### src/rtl/sram_fifo_ctrl_if.sv
// Handshake and SRAM-side bundle for sram_fifo_ctrl.
// The slave modport is the controller's view; the master modport is the producer/consumer/SRAM environment's view.
interface sram_fifo_ctrl_if #(
  parameter int DATA_WIDTH = 8,
  parameter int ADDR_WIDTH = 3
);
  logic                  push_valid_i;
  logic                  push_ready_o;
  logic [DATA_WIDTH-1:0] push_data_i;
  logic                  pop_valid_o;
  logic                  pop_ready_i;
  logic [DATA_WIDTH-1:0] pop_data_o;
  logic [ADDR_WIDTH-1:0] sram_addr_o;
  logic [DATA_WIDTH-1:0] sram_wdata_o;
  logic                  sram_we_o;
  logic [DATA_WIDTH-1:0] sram_rdata_i;
  logic                  empty_o;
  logic                  full_o;

  modport slave (
    input  push_valid_i, push_data_i, pop_ready_i, sram_rdata_i,
    output push_ready_o, pop_valid_o, pop_data_o, sram_addr_o, sram_wdata_o,
           sram_we_o, empty_o, full_o
  );

  modport master (
    output push_valid_i, push_data_i, pop_ready_i, sram_rdata_i,
    input  push_ready_o, pop_valid_o, pop_data_o, sram_addr_o, sram_wdata_o,
           sram_we_o, empty_o, full_o
  );
endinterface

### src/rtl/sram_fifo_ctrl.sv
// Valid/ready FIFO controller owning a single-port SRAM (1-cycle read latency).
// Reads prefetch into a 2-entry output buffer; SRAM read/write contention is arbitrated round-robin.
module sram_fifo_ctrl #(
  parameter int DATA_WIDTH = 8,
  parameter int ADDR_WIDTH = 3,
  parameter int DEPTH      = 8
) (
  input logic             clk,
  input logic             rst,
  sram_fifo_ctrl_if.slave bus
);

  typedef enum logic {WRITE_FIRST = 1'b0, READ_FIRST = 1'b1} rr_e;

  localparam int                    CNT_W     = $clog2(DEPTH + 1);
  localparam logic [ADDR_WIDTH-1:0] LAST_ADDR = ADDR_WIDTH'(DEPTH - 1);
  localparam logic [CNT_W-1:0]      DEPTH_CNT = CNT_W'(DEPTH);

  logic [ADDR_WIDTH-1:0] wr_ptr_q, wr_ptr_d;
  logic [ADDR_WIDTH-1:0] rd_ptr_q, rd_ptr_d;
  logic [CNT_W-1:0]      count_q, count_d;
  logic                  rd_inflight_q, rd_inflight_d;
  logic [DATA_WIDTH-1:0] ob_q [2];
  logic [DATA_WIDTH-1:0] ob_d [2];
  logic [1:0]            ob_cnt_q, ob_cnt_d;
  rr_e                   rr_q, rr_d;

  logic       pop_valid, pop_fire, push_ready, push_fire;
  logic       not_full, rd_want, wr_want, rd_grant;
  logic [2:0] occ;

  // occ is the output buffer occupancy after this cycle's pop, including any read already in flight.
  always_comb begin
    pop_valid  = (ob_cnt_q != 2'd0);
    pop_fire   = pop_valid & bus.pop_ready_i;
    not_full   = (count_q < DEPTH_CNT);
    occ        = {1'b0, ob_cnt_q} + {2'b00, rd_inflight_q} - {2'b00, pop_fire};
    rd_want    = (count_q != '0) & (occ <= 3'd1);
    wr_want    = bus.push_valid_i & not_full;
    push_ready = !rst & not_full & (!rd_want | (rr_q == WRITE_FIRST));
    push_fire  = bus.push_valid_i & push_ready;
    rd_grant   = rd_want & !(wr_want & (rr_q == WRITE_FIRST));
  end

  always_comb begin
    wr_ptr_d      = wr_ptr_q;
    rd_ptr_d      = rd_ptr_q;
    count_d       = count_q;
    rd_inflight_d = rd_grant;
    rr_d          = rr_q;
    ob_d          = ob_q;
    ob_cnt_d      = ob_cnt_q;

    if (push_fire) begin
      wr_ptr_d = (wr_ptr_q == LAST_ADDR) ? '0 : wr_ptr_q + 1'b1;
    end
    if (rd_grant) begin
      rd_ptr_d = (rd_ptr_q == LAST_ADDR) ? '0 : rd_ptr_q + 1'b1;
    end
    case ({push_fire, rd_grant})
      2'b10:   count_d = count_q + 1'b1;
      2'b01:   count_d = count_q - 1'b1;
      default: count_d = count_q;
    endcase

    if (rd_want & wr_want) begin
      rr_d = (rr_q == WRITE_FIRST) ? READ_FIRST : WRITE_FIRST;
    end

    // Head removal happens before the returning read word is appended.
    if (pop_fire) begin
      ob_d[0]  = ob_q[1];
      ob_cnt_d = ob_cnt_q - 2'd1;
    end
    if (rd_inflight_q) begin
      if (ob_cnt_d == 2'd0) begin
        ob_d[0] = bus.sram_rdata_i;
      end else begin
        ob_d[1] = bus.sram_rdata_i;
      end
      ob_cnt_d = ob_cnt_d + 2'd1;
    end
  end

  always_ff @(posedge clk or posedge rst) begin
    if (rst) begin
      wr_ptr_q      <= '0;
      rd_ptr_q      <= '0;
      count_q       <= '0;
      rd_inflight_q <= 1'b0;
      ob_q[0]       <= '0;
      ob_q[1]       <= '0;
      ob_cnt_q      <= 2'd0;
      rr_q          <= WRITE_FIRST;
    end else begin
      wr_ptr_q      <= wr_ptr_d;
      rd_ptr_q      <= rd_ptr_d;
      count_q       <= count_d;
      rd_inflight_q <= rd_inflight_d;
      ob_q[0]       <= ob_d[0];
      ob_q[1]       <= ob_d[1];
      ob_cnt_q      <= ob_cnt_d;
      rr_q          <= rr_d;
    end
  end

  assign bus.push_ready_o = push_ready;
  assign bus.pop_valid_o  = pop_valid;
  assign bus.pop_data_o   = ob_q[0];
  assign bus.sram_we_o    = push_fire;
  assign bus.sram_addr_o  = push_fire ? wr_ptr_q : rd_ptr_q;
  assign bus.sram_wdata_o = bus.push_data_i;
  assign bus.empty_o      = (count_q == '0) & !rd_inflight_q & (ob_cnt_q == 2'd0);
  assign bus.full_o       = (count_q == DEPTH_CNT) & (ob_cnt_q == 2'd2);

endmodule
### src/flat_wrapper.sv
// flat-port wrapper written by rule: the top's interface ports become plain ports
module sram_fifo_ctrl_flat 
#(
  parameter int DATA_WIDTH = 8,
  parameter int ADDR_WIDTH = 3,
  parameter int DEPTH      = 8
)
  (clk, rst, bus_push_valid_i, bus_push_data_i, bus_pop_ready_i, bus_sram_rdata_i, bus_push_ready_o, bus_pop_valid_o, bus_pop_data_o, bus_sram_addr_o, bus_sram_wdata_o, bus_sram_we_o, bus_empty_o, bus_full_o);
  sram_fifo_ctrl_if #(.DATA_WIDTH(DATA_WIDTH), .ADDR_WIDTH(ADDR_WIDTH)) bus_i ();
  input logic clk;
  input logic rst;
  input wire logic [$bits(bus_i.push_valid_i)-1:0] bus_push_valid_i;
  input wire logic [$bits(bus_i.push_data_i)-1:0] bus_push_data_i;
  input wire logic [$bits(bus_i.pop_ready_i)-1:0] bus_pop_ready_i;
  input wire logic [$bits(bus_i.sram_rdata_i)-1:0] bus_sram_rdata_i;
  output wire logic [$bits(bus_i.push_ready_o)-1:0] bus_push_ready_o;
  output wire logic [$bits(bus_i.pop_valid_o)-1:0] bus_pop_valid_o;
  output wire logic [$bits(bus_i.pop_data_o)-1:0] bus_pop_data_o;
  output wire logic [$bits(bus_i.sram_addr_o)-1:0] bus_sram_addr_o;
  output wire logic [$bits(bus_i.sram_wdata_o)-1:0] bus_sram_wdata_o;
  output wire logic [$bits(bus_i.sram_we_o)-1:0] bus_sram_we_o;
  output wire logic [$bits(bus_i.empty_o)-1:0] bus_empty_o;
  output wire logic [$bits(bus_i.full_o)-1:0] bus_full_o;
  assign bus_i.push_valid_i = bus_push_valid_i;
  assign bus_i.push_data_i = bus_push_data_i;
  assign bus_i.pop_ready_i = bus_pop_ready_i;
  assign bus_i.sram_rdata_i = bus_sram_rdata_i;
  assign bus_push_ready_o = bus_i.push_ready_o;
  assign bus_pop_valid_o = bus_i.pop_valid_o;
  assign bus_pop_data_o = bus_i.pop_data_o;
  assign bus_sram_addr_o = bus_i.sram_addr_o;
  assign bus_sram_wdata_o = bus_i.sram_wdata_o;
  assign bus_sram_we_o = bus_i.sram_we_o;
  assign bus_empty_o = bus_i.empty_o;
  assign bus_full_o = bus_i.full_o;
  sram_fifo_ctrl #(.DATA_WIDTH(DATA_WIDTH), .ADDR_WIDTH(ADDR_WIDTH), .DEPTH(DEPTH)) u_core (.clk(clk), .rst(rst), .bus(bus_i));
endmodule
### config.mk
export PLATFORM = sky130hd
export DESIGN_NAME = sram_fifo_ctrl_flat
export DESIGN_NICKNAME = d
export VERILOG_FILES = /design/src/rtl/sram_fifo_ctrl_if.sv /design/src/rtl/sram_fifo_ctrl.sv /design/src/flat_wrapper.sv
export SDC_FILE = /design/constraint.sdc
export NUM_CORES = 1
export LEC_CHECK = 0
export CAP_MARGIN = 20
export CORE_ASPECT_RATIO = 1.4
export CORE_MARGIN = 10
export CORE_UTILIZATION = 44
export DETAILED_ROUTE_END_ITERATION = 8
export PLACE_DENSITY = 0.75
export RECOVER_POWER = 50
export SLEW_MARGIN = 20
export SYNTH_ARGS = -nofsm -noshare
export SYNTH_HDL_FRONTEND = slang
export SYNTH_SLANG_ARGS = --single-unit
### constraint.sdc
create_clock -name clk -period 4.2 [get_ports clk]
set_input_delay 0.84 -clock clk [delete_from_list [all_inputs] [get_ports clk]]
set_output_delay 0.84 -clock clk [all_outputs]
set_load 0.005 [all_outputs]
==> impl_metrics.toml <==
[synth]
netlist.area_leader.share_pct = 42.5
syn-instance-count = 158
ys_seq_area_share_pct = 42.5
synthTopCellsByArea = "dfrtp_1 42%, mux2_2 12%, ha_1 7.8%"
synth_area_per_cell_um2 = 11.2
yosys.area.top_type = "dfrtp_1"
syn_area_um2 = 1770
synth_cell_types = 35
ys_ff_latch = 30
ys_warn_count = 0
synth_fp_nets = 190

[power_and_ir_drop]
irDropWorstVdd_v = 0.000560
seqPwrFrac_pct = 30.7
netSwitchingPower_uw = 704
p_leak_uw = 0.000973
power_frac_comb_pct = 58.1
power_density_nw_per_um2 = 881
p_int_uw = 1200
p_clk_share_pct = 11.2
swShare_pct = 37.0
total_power_uw = 1900

[clocking]
cts.reportedPaths.clkPinSlew_ns = 0.06
cts_hold_buf = 0
cts.htree.levels = 2
cts_tree = "built"
root_buffer = "clkbuf_8"
clkSinkCount = 30
clk_latency_ns = 0.28
cts-buffers-inserted = 5
clockBufferDepth = 2

[worst_setup_path]
rr_worst_depth = 15
worstPathArrival_ns = 3.32
r2r_slack_ns = 0.40
critical_path_required_ns = 3.36
timing.rr.end = "u_core.count_q[3]$_DFFE_PP0P_"
timing.rr.start = "u_core.ob_cnt_q[1]$_DFF_PP0_"
end_kind = "output port"
start_kind = "primary input"
critical_path.max_fanout = 4
worstSetupPathType = "primary input to output port"

[sta]
fin_crit_sh_pct = 99.0
hold_viol_final = 0
slew_viol_final = 0
hold_ws_ns = 0.509
fmax_mhz = 241
slew_headroom_pct = 24.6
min_period_ns = 4.16
setup_viol = 0
setup_slack_ns = 0.0421
rsz0062_at_grt = "true"
tightest_slew_ns = 1.13
fin_skew_ns = 0.00540
fin_setup_tns_ns = 0

[layout]
n_fill_cell = 340
n_antenna_cell = 0
drive_above_1_share_pct = 27.9
nets = 215
syn2layout_area_growth_pct = 22.1

[route]
first_pass_iters = 4
wl_per_cell_um = 16.7
routed_via_density = 5.45
ant_nets = 0
routed_wl_um = 3780
vias = 1231
drt_first_iter_violations = 39
drc = 0

[placement]
hpwl_um = 2770
post-place-ws_ns = -0.207
io_buffers = 27
gp_routability_congestion = 0.833

[job]
cap_violations = 0

[floorplanning]
die-area_um2 = 6990
core_area_um2 = 3920
die_x_um = 73.6
io_pins = 44
fp.dieH_um = 95.0
fp-row-count = 27
start_util_pct = 45.1

[global_route]
grt_max_degree = 31
grt-ovfl-total = 0
antenna_found_initial = 0
grt_usage_pct = 11.3
grt_pass1_wl_um = 6220
first_global_vias = 1357

[run_status]
status = "finished, final reports clean"

[min_path]
hold_start = "u_core.ob_q[4]$_DFFE_PP0P_"
hold_path_class = "register to register"
worstHoldPathCells = 1
worstHoldEndpoint = "u_core.ob_q[4]$_DFFE_PP0P_"
## routing by layer
metal / wire length (µm) / global-route usage [%] / share of wire, % / vias up
met1: 1470 / 11.4 / 39 / 607
met3: 291 / 5.56 / 7.7 / 6
met5: 0 / 0 / 0 / -
met4: 60 / 4.67 / 1.6 / 0
met2: 1960 / 19.0 / 52 / 40
li1: - / - / - / 578
## cells by family after synthesis
logic type	Yosys count	synth area share, %
buffers and inverters	32	10.7
AND/OR/NAND/NOR	31	9.84
flip-flops	30	42.5
multiplexers	28	17.2
AO/OA/AOI/OAI	17	6.87
adder cells (fa/ha/maj)	12	8.92
XOR/XNOR	8	3.97
## power groups by stage
stage	combinational [µW]	sequential, µW	clock [µW]
global route	1220	606	237
global placement	954	567	0
floorplan	713	534	0
CTS	1040	580	220
finish	1100	585	213
detailed placement	1030	581	0
## flip-flops by register name, indices dropped and copies added (netlist names)
name / flops
u_core.rd_inflight_q: 1
u_core.bus.pop_data_o: 8
u_core.rd_ptr_q: 3
u_core.wr_ptr_q: 3
u_core.ob_q: 8
u_core.rr_q: 1
u_core.ob_cnt_q: 2
u_core.count_q: 4
## cell type report
type | count | area, µm² | share of cell area, %
Tap cell | 43 | 53.8 | 2.49
Clock buffer | 7 | 76.3 | 3.54
Sequential cell | 30 | 751 | 34.8
Inverter | 9 | 33.8 | 1.57
Multi-Input combinational cell | 96 | 858 | 39.8
Timing Repair Buffer | 41 | 384 | 17.8
## Yosys cell counts
cell,count
or3b_2,3
ha_1,11
xor2_1,1
mux2i_1,9
buf_4,16
nand4_1,2
nor2_1,4
nand3b_1,1
o21a_1,1
buf_6,1
nor4_1,1
nor2b_1,2
xnor2_1,7
dfrtp_1,30
a21oi_1,1
and2_1,2
mux2_2,19
a2111oi_0,1
nand2b_1,1
or4_1,2
o221ai_1,1
fa_1,1
a31oi_4,1
and2b_1,1
o41ai_1,1
nand2_1,10
buf_2,1
or4b_2,1
a311oi_1,1
a21o_1,1
o21ai_0,9
clkbuf_1,4
nor3_1,1
inv_1,9
buf_1,1
## worst max path at each step
stage,start,end,depth (start not counted)
CTS,bus_pop_ready_i,bus_sram_addr_o[2],11
floorplan,bus_pop_ready_i,u_core.count_q[3]$_DFFE_PP0P_,11
global placement,bus_pop_ready_i,bus_sram_addr_o[1],10
global route,bus_pop_ready_i,bus_sram_addr_o[0],11
finish,bus_pop_ready_i,bus_sram_addr_o[0],11
detailed placement,bus_pop_ready_i,bus_sram_addr_o[2],10
## metrics by stage
stage | std cells | instance area, µm² | utilization [%]
2_1_floorplan | 158 | 1770 | -
3_3_place_gp | 214 | 2000 | 51.1
3_5_place_dp | 214 | 2000 | 51.1
4_1_cts | 223 | 2100 | 53.6
5_1_grt | 226 | 2160 | 55.0
6_report | 226 | 2160 | 55.0
## critical path, cell delays in order
cell and delay [ns]:
clkdlybuf4s50_1 0.46, nand2b_1 0.11, xnor2_2 0.21, ha_2 0.20, inv_2 0.04, fa_2 0.45
and2_4 0.17, a31oi_4 0.27, buf_6 0.13, mux2_2 0.32, clkbuf_2 0.12
## cell usage in the layout (no fill, tap or decap), types with 5 or more instances in the layout
master and instances:
dfrtp_1 30, clkdlybuf4s50_1 21, mux2_2 17, buf_4 11
nand2_1 10, ha_1 10, mux2i_1 9, o21ai_0 9
inv_1 8, xnor2_1 5, clkbuf_8 5
## what timing repair did
| action | in CTS | in global routing |
|---|---|---|
| endpoints found under the hold margin | 0 | 0 |
| buffers inserted | 2 | 3 |
| pin swaps | 1 | 5 |
| gates resized for setup | 6 | 17 |
| setup endpoints to repair | 5 | 4 |
| cloned | 0 | 0 |
No activity file was read; power rests on OpenSTA's default activity.
